<file path="config.mk">
export PLATFORM = sky130hd
export DESIGN_NAME = connect_k_game_flat
export DESIGN_NICKNAME = d
export VERILOG_FILES = /design/src/rtl/connect_k_game_if.sv /design/src/rtl/connect_k_game.sv /design/src/flat_wrapper.sv
export SDC_FILE = /design/constraint.sdc
export NUM_CORES = 1
export LEC_CHECK = 0
export BUFFER_PORTS_ARGS = -buffer_cell sky130_fd_sc_hd__buf_2
export CORE_MARGIN = 2
export CORE_UTILIZATION = 28
export DETAILED_ROUTE_END_ITERATION = 8
export PLACE_DENSITY = 0.49
export SYNTH_ARGS = -nofsm -noshare
export SYNTH_HDL_FRONTEND = slang
export SYNTH_SLANG_ARGS = --single-unit
</file>
<file path="constraint.sdc">
create_clock -name clk -period 2.42 [get_ports clk]
set_input_delay 0.363 -clock clk [delete_from_list [all_inputs] [get_ports clk]]
set_output_delay 0.363 -clock clk [all_outputs]
set_load 0.05 [all_outputs]
</file>
<file path="src/rtl/connect_k_game_if.sv">
// connect_k_game_if -- player-facing bus of the connect-K game.
//   master: drives square select and the two commit buttons, observes board/status.
//   slave : the game engine.
//   sel_pos       N*N  one-hot square select
//   buttonX/O     1    commit requests
//   turnX/O       1    side to move
//   occ_square    N*N  occupied squares
//   occ_player    N*N  owner (1 = X, 0 = O)
//   occ_pos       N*N  display board (flashes winning line)
//   win_mask      N*N  union of winning K-lines
//   move_count    5    accepted moves
//   game_st_ascii 8    status character
interface connect_k_game_if #(
   parameter int N = 3
);
   localparam int SQ = N * N;

   logic [SQ-1:0] sel_pos;
   logic          buttonX;
   logic          buttonO;
   logic          turnX;
   logic          turnO;
   logic [SQ-1:0] occ_square;
   logic [SQ-1:0] occ_player;
   logic [SQ-1:0] occ_pos;
   logic [SQ-1:0] win_mask;
   logic [4:0]    move_count;
   logic [7:0]    game_st_ascii;

   modport master (
      output sel_pos, buttonX, buttonO,
      input  turnX, turnO, occ_square, occ_player, occ_pos, win_mask,
             move_count, game_st_ascii
   );

   modport slave (
      input  sel_pos, buttonX, buttonO,
      output turnX, turnO, occ_square, occ_player, occ_pos, win_mask,
             move_count, game_st_ascii
   );
endinterface

</file>
<file path="src/rtl/connect_k_game.sv">
// connect_k_game -- two-player connect-K on an N x N board (square = row*N + col).
// Moore FSM: a player presses its button, the select is validated one cycle
// later, the registered board is then scanned for a K-line, and play passes
// to the other side. Win/draw states are terminal until reset.
// Ports:
//   clk   sole clock, rising edge
//   reset synchronous, active high
//   bus   connect_k_game_if.slave (select/buttons in, board/status out)
module connect_k_game #(
   parameter int N         = 3,
   parameter int K         = 3,
   parameter int FLASH_DIV = 4
) (
   input  logic             clk,
   input  logic             reset,
   connect_k_game_if.slave  bus
);
   localparam int SQ = N * N;
   localparam int NL = 4 * SQ;                 // 4 directions anchored at every square
   localparam int CW = (FLASH_DIV > 1) ? $clog2(FLASH_DIV) : 1;

   typedef enum logic [3:0] {
      START, TURN_X, CHKV_X, CHKW_X, ERR_X, WIN_X,
      TURN_O, CHKV_O, CHKW_O, ERR_O, WIN_O, CATS
   } state_t;

   state_t          st, nxt;
   logic [SQ-1:0]   occ_sq, occ_pl, wmask;
   logic [4:0]      mcnt;
   logic [CW-1:0]   fcnt;
   logic            flash_ph;
   logic            turn_x, turn_o;
   logic [7:0]      ascii;

   logic [SQ-1:0]   sel;
   logic            sel_ok, mv_ok, in_win;
   logic [SQ-1:0]   own_x, own_o, uni_x, uni_o;
   logic [NL-1:0][SQ-1:0] hit_x, hit_o;

   assign sel    = bus.sel_pos;
   // exactly one bit set and that square still free
   assign sel_ok = (sel != '0) && ((sel & (sel - 1'b1)) == '0) && ((sel & occ_sq) == '0);
   assign mv_ok  = ((st == CHKV_X) || (st == CHKV_O)) && sel_ok;
   assign in_win = (st == WIN_X) || (st == WIN_O);

   assign own_x = occ_sq & occ_pl;
   assign own_o = occ_sq & ~occ_pl;

   // Mask of the K squares starting at (r,c) stepping (dr,dc).
   function automatic logic [SQ-1:0] line_mask(int r, int c, int dr, int dc);
      logic [SQ-1:0] m;
      m = '0;
      for (int i = 0; i < K; i++) m[(r + i*dr)*N + c + i*dc] = 1'b1;
      return m;
   endfunction

   // Every K-window that fits on the board, in every direction. A window
   // anchored at (r,c) is kept only if its far end stays in bounds, so
   // non-edge windows are covered when K < N.
   for (genvar r = 0; r < N; r++) begin : g_r
      for (genvar c = 0; c < N; c++) begin : g_c
         for (genvar d = 0; d < 4; d++) begin : g_d
            // d: 0 column, 1 row, 2 diagonal, 3 anti-diagonal
            localparam int DR = (d == 1) ? 0 : 1;
            localparam int DC = (d == 0) ? 0 : ((d == 3) ? -1 : 1);
            localparam int ER = r + (K-1)*DR;
            localparam int EC = c + (K-1)*DC;
            localparam int IX = (r*N + c)*4 + d;
            if (ER < N && EC >= 0 && EC < N) begin : g_ok
               localparam logic [SQ-1:0] M = line_mask(r, c, DR, DC);
               assign hit_x[IX] = ((own_x & M) == M) ? M : '0;
               assign hit_o[IX] = ((own_o & M) == M) ? M : '0;
            end else begin : g_no
               assign hit_x[IX] = '0;
               assign hit_o[IX] = '0;
            end
         end
      end
   end

   always_comb begin
      uni_x = '0;
      uni_o = '0;
      for (int i = 0; i < NL; i++) begin
         uni_x = uni_x | hit_x[i];
         uni_o = uni_o | hit_o[i];
      end
   end

   always_comb begin
      nxt = st;
      case (st)
         START:  nxt = TURN_X;
         TURN_X: if (bus.buttonO) nxt = ERR_X; else if (bus.buttonX) nxt = CHKV_X;
         ERR_X:  if (bus.buttonX) nxt = CHKV_X;
         CHKV_X: nxt = sel_ok ? CHKW_X : ERR_X;
         CHKW_X: nxt = (uni_x != '0) ? WIN_X : ((mcnt == 5'(SQ)) ? CATS : TURN_O);
         TURN_O: if (bus.buttonX) nxt = ERR_O; else if (bus.buttonO) nxt = CHKV_O;
         ERR_O:  if (bus.buttonO) nxt = CHKV_O;
         CHKV_O: nxt = sel_ok ? CHKW_O : ERR_O;
         CHKW_O: nxt = (uni_o != '0) ? WIN_O : ((mcnt == 5'(SQ)) ? CATS : TURN_X);
         default: nxt = st;                    // WIN_X, WIN_O, CATS hold
      endcase
   end

   always_ff @(posedge clk) begin
      if (reset) begin
         st       <= START;
         occ_sq   <= '0;
         occ_pl   <= '0;
         mcnt     <= '0;
         wmask    <= '0;
         fcnt     <= '0;
         flash_ph <= 1'b1;
         turn_x   <= 1'b0;
         turn_o   <= 1'b0;
         ascii    <= 8'h6E;
      end else begin
         st     <= nxt;
         // status outputs are registered from the next state so they
         // line up with st
         turn_x <= (nxt == TURN_X) || (nxt == ERR_X);
         turn_o <= (nxt == TURN_O) || (nxt == ERR_O);
         case (nxt)
            ERR_X, ERR_O: ascii <= 8'h45;
            WIN_X:        ascii <= 8'h58;
            WIN_O:        ascii <= 8'h4F;
            CATS:         ascii <= 8'h43;
            default:      ascii <= 8'h6E;
         endcase

         if (mv_ok) begin
            occ_sq <= occ_sq | sel;
            occ_pl <= (st == CHKV_X) ? (occ_pl | sel) : (occ_pl & ~sel);
            mcnt   <= mcnt + 5'd1;
         end

         // latched once on entry; WIN states are terminal so it holds
         if (st == CHKW_X && nxt == WIN_X)      wmask <= uni_x;
         else if (st == CHKW_O && nxt == WIN_O) wmask <= uni_o;

         // counter/phase idle at 0/1 outside WIN so entry starts lit
         if (in_win) begin
            if (fcnt == CW'(FLASH_DIV - 1)) begin
               fcnt     <= '0;
               flash_ph <= ~flash_ph;
            end else begin
               fcnt <= fcnt + CW'(1);
            end
         end else begin
            fcnt     <= '0;
            flash_ph <= 1'b1;
         end
      end
   end

   assign bus.turnX         = turn_x;
   assign bus.turnO         = turn_o;
   assign bus.game_st_ascii = ascii;
   assign bus.occ_square    = occ_sq;
   assign bus.occ_player    = occ_pl;
   assign bus.move_count    = mcnt;
   assign bus.win_mask      = wmask;
   assign bus.occ_pos       = in_win ? ((wmask & {SQ{flash_ph}}) | (occ_sq & ~wmask)) : occ_sq;
endmodule

</file>
<file path="src/flat_wrapper.sv">
// flat-port wrapper written by rule: the top's interface ports become plain ports
module connect_k_game_flat 
#(
   parameter int N         = 3,
   parameter int K         = 3,
   parameter int FLASH_DIV = 4
)
  (clk, reset, bus_sel_pos, bus_buttonX, bus_buttonO, bus_turnX, bus_turnO, bus_occ_square, bus_occ_player, bus_occ_pos, bus_win_mask, bus_move_count, bus_game_st_ascii);
  connect_k_game_if #(.N(N)) bus_i ();
  input  logic clk;
  input  logic reset;
  input wire logic [$bits(bus_i.sel_pos)-1:0] bus_sel_pos;
  input wire logic [$bits(bus_i.buttonX)-1:0] bus_buttonX;
  input wire logic [$bits(bus_i.buttonO)-1:0] bus_buttonO;
  output wire logic [$bits(bus_i.turnX)-1:0] bus_turnX;
  output wire logic [$bits(bus_i.turnO)-1:0] bus_turnO;
  output wire logic [$bits(bus_i.occ_square)-1:0] bus_occ_square;
  output wire logic [$bits(bus_i.occ_player)-1:0] bus_occ_player;
  output wire logic [$bits(bus_i.occ_pos)-1:0] bus_occ_pos;
  output wire logic [$bits(bus_i.win_mask)-1:0] bus_win_mask;
  output wire logic [$bits(bus_i.move_count)-1:0] bus_move_count;
  output wire logic [$bits(bus_i.game_st_ascii)-1:0] bus_game_st_ascii;
  assign bus_i.sel_pos = bus_sel_pos;
  assign bus_i.buttonX = bus_buttonX;
  assign bus_i.buttonO = bus_buttonO;
  assign bus_turnX = bus_i.turnX;
  assign bus_turnO = bus_i.turnO;
  assign bus_occ_square = bus_i.occ_square;
  assign bus_occ_player = bus_i.occ_player;
  assign bus_occ_pos = bus_i.occ_pos;
  assign bus_win_mask = bus_i.win_mask;
  assign bus_move_count = bus_i.move_count;
  assign bus_game_st_ascii = bus_i.game_st_ascii;
  connect_k_game #(.N(N), .K(K), .FLASH_DIV(FLASH_DIV)) u_core (.clk(clk), .reset(reset), .bus(bus_i));
endmodule
</file>
==> summary.md, run 1 <==
| Metric | Value |
|---|---|
| Sequential share of the synthesized area | `0.358` |
| CP max stage delay | `0.54 ns` |
| Clk root buf | `clkbuf_8` |
| Fin crit share | `0.991` |
| Fmax | `0.417 GHz` |
| Share of post-route cells with drive strength above 1 | `0.421` |
| CP delay by family, top | `simple AND/OR/NAND/NOR gates` |
| Crit-path cells | `or4b_4, a21oi_4, nor4_4, or2_4, a221oi_4, o21ai_2, nor2_2, a22oi_1` |
| Nets | `447` |
| CTS tree | `yes` |
| Rows | `35` |
| Synth unique cells | `54` |
| # fillers | `958` |
| Minimum clock period | `2.40 ns` |
| Vias | `2808` |
| Die area | `10200 um^2` |
| Critical path's slowest cell | `or4b_4` |
| Largest net degree at the start of global routing | `24` |
| CP required | `2.61 ns` |
| Chip height | `101 um` |
| Syn Inst Count | `331` |
| Layout Area Growth over Synthesis | `42.3%` |
| Internal Power | `1570 uW` |
| Final TNS setup | `0 ns` |
| Htree depth | `2` |
| Post-synth top flop | `dfxtp_1` |
| Hold Violations, Final | `0` |
| Avg Vias per Cell | `5.17` |
| Area leader, netlist | `dfxtp_1` |
| Die Width | `101 um` |
| Post-synth ARST share | `0` |
| VDD IR max | `0.256 mV` |
| Worst-Skew Late Latency | `0.31 ns` |
| Final ANT Viol Nets | `0` |
| Vias in the first global route | `2731` |
| Dpl cells | `529` |
| Final WL | `8720 um` |
| Buffers & Inverters on Critical Path | `0` |
| # IOs | `64` |
| ANT cells | `0` |
| Most frequent cell after synthesis | `nor2_1` |
| Crit end category | `flop` |
| Initial drt markers | `100` |
| Post-synth top cells | `nor2_1 (51), dfxtp_1 (47), nand2_1 (43)` |
| CTS max path bufs | `2` |
| Initial antenna violation count | `0` |
| Warnings from Yosys | `0` |
| Pins Over Slew Limit | `0` |
| Post-synthesis net count | `347` |
| DRC Markers | `0` |
| Slew margin rel. | `0.564` |
| Critical Path Source Type | `flop` |
| Fin cells | `543` |
| Post-detail-place hpwl | `6340 um` |
| Sw frac | `0.386` |
| Area of the mapped netlist | `2630 um^2` |
| # hold bufs at CTS | `0` |
| Core Area | `9150 um^2` |
| Port Buffers | `61` |
| Finish-stage setup viols | `0` |
| Setup CP Type | `reg2reg` |
| Clock Pin Slew Worst Setup and Hold Paths | `0.11 ns` |
| First-pass GRT wire length | `13900 um` |
| Sink Count | `47` |
| Hold WC Path Type | `in2reg` |
| Worst Skew | `0.0178 ns` |
| Leakage | `0.00161 uW` |
| GRT Util Overall | `0.175` |
| Remaining Overflow, GRT | `0` |
| Seq cells post-synth | `47` |
| Initial core utilization | `0.287` |
| DR WL/cell | `16.1 um` |
| Arr. time, crit path | `2.59 ns` |
| RSZ-0062 raised after global routing | `true` |
| TritonCTS Buffers | `5` |
| Clock power share | `0.204` |
| EDFF count, synth | `0` |
| Max-capacitance violation count | `0` |
| Initial DRT Pass Iterations | `4` |
| Combinational power share | `0.459` |
| Switch Pwr | `986 uW` |
| Routability congestion estimate | `0.834` |
| Yosys top cell area share | `0.358` |
| Mapped Avg Cell Area | `7.93 um^2` |
| Area contributors post-synth | `dfxtp_1 (36%), nor2_1 (7.3%), nand2_1 (6.1%), mux2_2 (4.3%), a21oi_1 (4.0%)` |
| Worst-Margin Slew | `0.650 ns` |
| Pwr Density | `683 nW/um^2` |
| CP Max Fanout | `5` |
| Sequential power share | `0.337` |
| Status | `finished clean` |
path summary, 6_finish.rpt:
path                       startpoint                           to  slack [ns]  depth (start not counted)
max          u_core.bus.occ_square[8]  u_core.bus.game_st_ascii[3]        0.02                          8
min reg2reg            u_core.fcnt[0]               u_core.fcnt[0]        0.44                          1
max reg2reg  u_core.bus.occ_square[8]  u_core.bus.game_st_ascii[3]        0.02                          8
min                    bus_sel_pos[0]     u_core.bus.occ_square[0]        0.42                          4
through the flow:
| step | power, uW | utilization | setup WS, ns | hold WS, ns | cell area [um^2] |
|---|---|---|---|---|---|
| global route | 2700 | 0.408 | -0.0858 | 0.436 | 3730 |
| global placement | 1810 | 0.367 | -0.385 | 0.420 | 3360 |
| detailed placement | 1800 | 0.367 | -0.455 | 0.424 | 3360 |
| CTS | 2380 | 0.385 | -0.00118 | 0.396 | 3530 |
| floorplan | 1520 | - | 0.0164 | 0.403 | 2650 |
| finish | 2550 | 0.408 | 0.0219 | 0.417 | 3730 |
per-layer routing:
layer | up-vias | GRT usage | wire length [um]
li1 | 1396 | - | -
met1 | 1335 | 0.228 | 4110
met2 | 63 | 0.291 | 4150
met3 | 14 | 0.0305 | 301
met4 | 0 | 0.0558 | 164
met5 | - | 0 | 0
worst reg2reg max path, cell delays in order, from the launching register on:
cell and delay (ns):
dfxtp_4 0.37, or4b_4 0.54, a21oi_4 0.16, nor4_4 0.06, or2_4 0.28, a221oi_4 0.46, o21ai_2 0.13, nor2_2 0.18
a22oi_1 0.11
area by class of cell:
class / instances / area (um^2) / share of cell area
Clock inverter: 2 / 16.3 / 0.00436
Timing Repair Buffer: 110 / 718 / 0.192
Inverter: 4 / 15.0 / 0.00402
Clock buffer: 6 / 82.6 / 0.0221
Tap cell: 111 / 139 / 0.0372
Multi-Input combinational cell: 263 / 1790 / 0.480
Sequential cell: 47 / 972 / 0.260
power groups by stage:
stage | combinational (uW) | sequential (uW) | clock (uW)
floorplan | 472 | 1050 | 0
global placement | 925 | 881 | 0
detailed placement | 919 | 885 | 0
CTS | 976 | 868 | 535
global route | 1270 | 867 | 570
finish | 1170 | 861 | 521
placed cells by master, fill, tap and decap left out, types with 7 or more instances in the layout:
master,netlist,final
buf_2,1,59
nor2_1,51,47
buf_4,3,45
nand2_1,43,42
dfxtp_1,47,30
a21oi_1,21,19
dfxtp_2,0,13
mux2_2,10,10
a22oi_1,13,10
nand4_1,8,8
o21ai_0,11,7
kinds of logic (layout without fill, tap and decap cells):
logic type | count (synthesis) | in the layout | synth area share
xor+xnor | 7 | 7 | 0.0234
mux | 12 | 12 | 0.0505
other cells | 2 | 2 | 0.00286
fa+ha+maj | 3 | 3 | 0.0143
compound gates | 72 | 72 | 0.191
flops | 47 | 47 | 0.358
buf+inv | 21 | 122 | 0.0376
simple gates | 167 | 167 | 0.322
repair_timing:
action                                  in CTS  in global routing
gates cloned                                 1                  0
resized for setup                           14                 42
endpoints found under the setup margin      21                 28
pin swaps                                    1                  9
setup buffers                                1                  4
No activity file was read; power rests on OpenSTA's default activity.
==> inputs of run 2 (changes only) <==
--- a/config.mk
+++ b/config.mk
@@ -9,7 +9,9 @@
 export CORE_MARGIN = 2
 export CORE_UTILIZATION = 28
 export DETAILED_ROUTE_END_ITERATION = 8
-export PLACE_DENSITY = 0.49
+export MAX_ROUTING_LAYER = met4
+export PLACE_DENSITY = 0.47
+export RECOVER_POWER = 100
 export SYNTH_ARGS = -nofsm -noshare
 export SYNTH_HDL_FRONTEND = slang
 export SYNTH_SLANG_ARGS = --single-unit
==> constraint.sdc (replaced) <==
create_clock -name clk -period 3 [get_ports clk]
set_input_delay 0.45 -clock clk [delete_from_list [all_inputs] [get_ports clk]]
set_output_delay 0.45 -clock clk [all_outputs]
set_load 0.05 [all_outputs]
==> summary.md, run 2 (synthesized netlist as in run 1, its figures left out) <==
| Metric | Value |
|---|---|
| First-pass GRT wire length | `13100 um (was 13900 um)` |
| Worst-Margin Slew | `0.999 ns (was 0.650 ns)` |
| Sink Count | `47 (unchanged)` |
| Met1 GRT Util | `0.219 (was 0.228)` |
| Slew margin rel. | `0.329 (was 0.564)` |
| Leakage | `0.00114 uW (was 0.00161 uW)` |
| Final TNS setup | `0 ns (unchanged)` |
| Pins Over Slew Limit | `0 (unchanged)` |
| CP Max Fanout | `15 (was 5)` |
| Fmax | `0.360 GHz` |
| Met2 usage | `0.267 (was 0.291)` |
| Die Width | `101 um (unchanged)` |
| Htree depth | `2 (unchanged)` |
| Hold WC Path Type | `in2reg (unchanged)` |
| Avg Vias per Cell | `5.23 (was 5.17)` |
| CP required | `3.18 ns (was 2.61 ns)` |
| Reg area | `942 um^2 (was 972 um^2)` |
| PostCTS Resize Cnt | `0 (was 14)` |
| Most frequent cells in the layout | `nor2_1 (51), dfxtp_1 (46), nand2_1 (43), clkbuf_1 (43), a21oi_1 (21) (was buf_2 (59), nor2_1 (47), buf_4 (45))` |
| Core Area | `9150 um^2 (unchanged)` |
| RSZ-0062 raised after global routing | `false (was true)` |
| Worst Skew | `0.00850 ns (was 0.0178 ns)` |
| GRT Util Overall | `0.167 (was 0.175)` |
| Share of post-route cells with drive strength above 1 | `0.133 (was 0.421)` |
| Initial core utilization | `0.287 (unchanged)` |
| CTS tree | `yes (unchanged)` |
| ANT cells | `0 (unchanged)` |
| Hold Violations, Final | `0 (unchanged)` |
| Finish-stage setup viols | `0 (unchanged)` |
| Worst-Skew Late Latency | `0.30 ns (was 0.31 ns)` |
| Post-detail-place hpwl | `5920 um (was 6340 um)` |
| Initial DRT Pass Iterations | `4 (unchanged)` |
| Setup CP Type | `in2reg (was reg2reg)` |
| CTS max path bufs | `2 (unchanged)` |
| Max-capacitance violation count | `0 (unchanged)` |
| Critical Path Source Type | `input port (was flop)` |
| Leading cell type in the layout, fill and taps excluded | `nor2_1 (was buf_2)` |
| Largest net degree at the start of global routing | `38 (was 24)` |
| Rows | `35 (unchanged)` |
| VDD IR max | `0.152 mV (was 0.256 mV)` |
| Fin crit share | `0.926` |
| Crit end category | `flop (unchanged)` |
| TritonCTS Buffers | `5 (unchanged)` |
| GR Layer Usage met3 | `0.0229 (was 0.0305)` |
| Arr. time, crit path | `2.96 ns (was 2.59 ns)` |
| Worst hold slack | `0.439 ns (was 0.417 ns)` |
| Initial drt markers | `103 (was 100)` |
| Clock Pin Slew Worst Setup and Hold Paths | `0.09 ns (was 0.11 ns)` |
| Vias | `2625 (was 2808)` |
| Port Buffers | `61 (unchanged)` |
| Minimum clock period | `2.78 ns` |
| Initial antenna violation count | `0 (unchanged)` |
| Status | `finished clean (unchanged)` |
| Vias in the first global route | `2502 (was 2731)` |
| Grt peak-use layer | `met2 (unchanged)` |
| Final ANT Viol Nets | `0 (unchanged)` |
| Final WL | `7970 um (was 8720 um)` |
| Postcts setup bufs | `0 (was 1)` |
| # IOs | `64 (unchanged)` |
| Pwr Density | `562 nW/um^2 (was 683 nW/um^2)` |
| Clk root buf | `clkbuf_8 (unchanged)` |
| # fillers | `1021 (was 958)` |
| Layout Area Growth over Synthesis | `17.1% (was 42.3%)` |
| Chip height | `101 um (unchanged)` |
| Remaining Overflow, GRT | `0 (unchanged)` |
| Die area | `10200 um^2 (unchanged)` |
| DRC Markers | `0 (unchanged)` |
| # hold bufs at CTS | `0 (unchanged)` |
| Area of the multi-input gates | `1590 um^2 (was 1790 um^2)` |
| DR WL/cell | `15.9 um (was 16.1 um)` |
| Nets | `406 (was 447)` |
| Routability congestion estimate | `0.842 (was 0.834)` |
run 2: cell count changes in the layout (fill, tap and decap cells not counted), sizes merged:
cell      delta
clkinvlp     +1
clkbuf      +51
buf         -93
run 2: metrics by stage:
stage / instance area, um^2 / worst slack, ns / util / instances / total power (uW)
floorplan: 2630 / 0.384 / - / 331 / 1220
global placement: 3050 / 0.104 / 0.333 / 494 / 1360
detailed placement: 3050 / 0.0330 / 0.333 / 494 / 1350
CTS: 3130 / 0.149 / 0.342 / 502 / 1750
global route: 3070 / 0.0419 / 0.336 / 502 / 1850
finish: 3070 / 0.223 / 0.336 / 502 / 1730
run 2: area by class of cell:
| class | instances | share of cell area |
|---|---|---|
| repair buffers | 69 | 0.0989 |
| multi-input cells | 263 | 0.516 |
| flip-flops and latches | 47 | 0.306 |
| inverters | 4 | 0.00488 |
| well taps | 111 | 0.0452 |
| clock inverters | 3 | 0.00651 |
| clock buffers | 5 | 0.0224 |
run 2: final timing paths:
path | startpoint | end | slack [ns] | cells past startpoint
worst min register to register | u_core.fcnt[0] | u_core.fcnt[0] | 0.44 | 1
worst max-delay path | bus_sel_pos[0] | flop | 0.22 | 10
worst max register to register | u_core.bus.occ_square[8] | flop | 0.26 | 9
worst min-delay path | reset | u_core.flash_ph | 0.44 | 3
run 2: power breakdown:
part	leakage [uW]	switching, uW	internal (uW)
combinational	0.000715	396	195
clock	0.0000402	233	163
sequential	0.000380	61.2	681
run 2: worst max-delay path, cell delays in order:
cell,delay (ns)
buf_2,0.13
or4_4,0.55
o22ai_1,0.17
nand4_1,0.15
or2_4,0.32
nor4b_4,0.27
clkbuf_1,0.53
nand2_1,0.17
mux2i_1,0.17
nor2_1,0.05
run 2: metal layers:
metal / wire (um) / vias to the layer above
met5: 0 / -
met4: 106 / 0
met3: 391 / 10
met2: 3760 / 74
met1: 3710 / 1233
li1: - / 1308
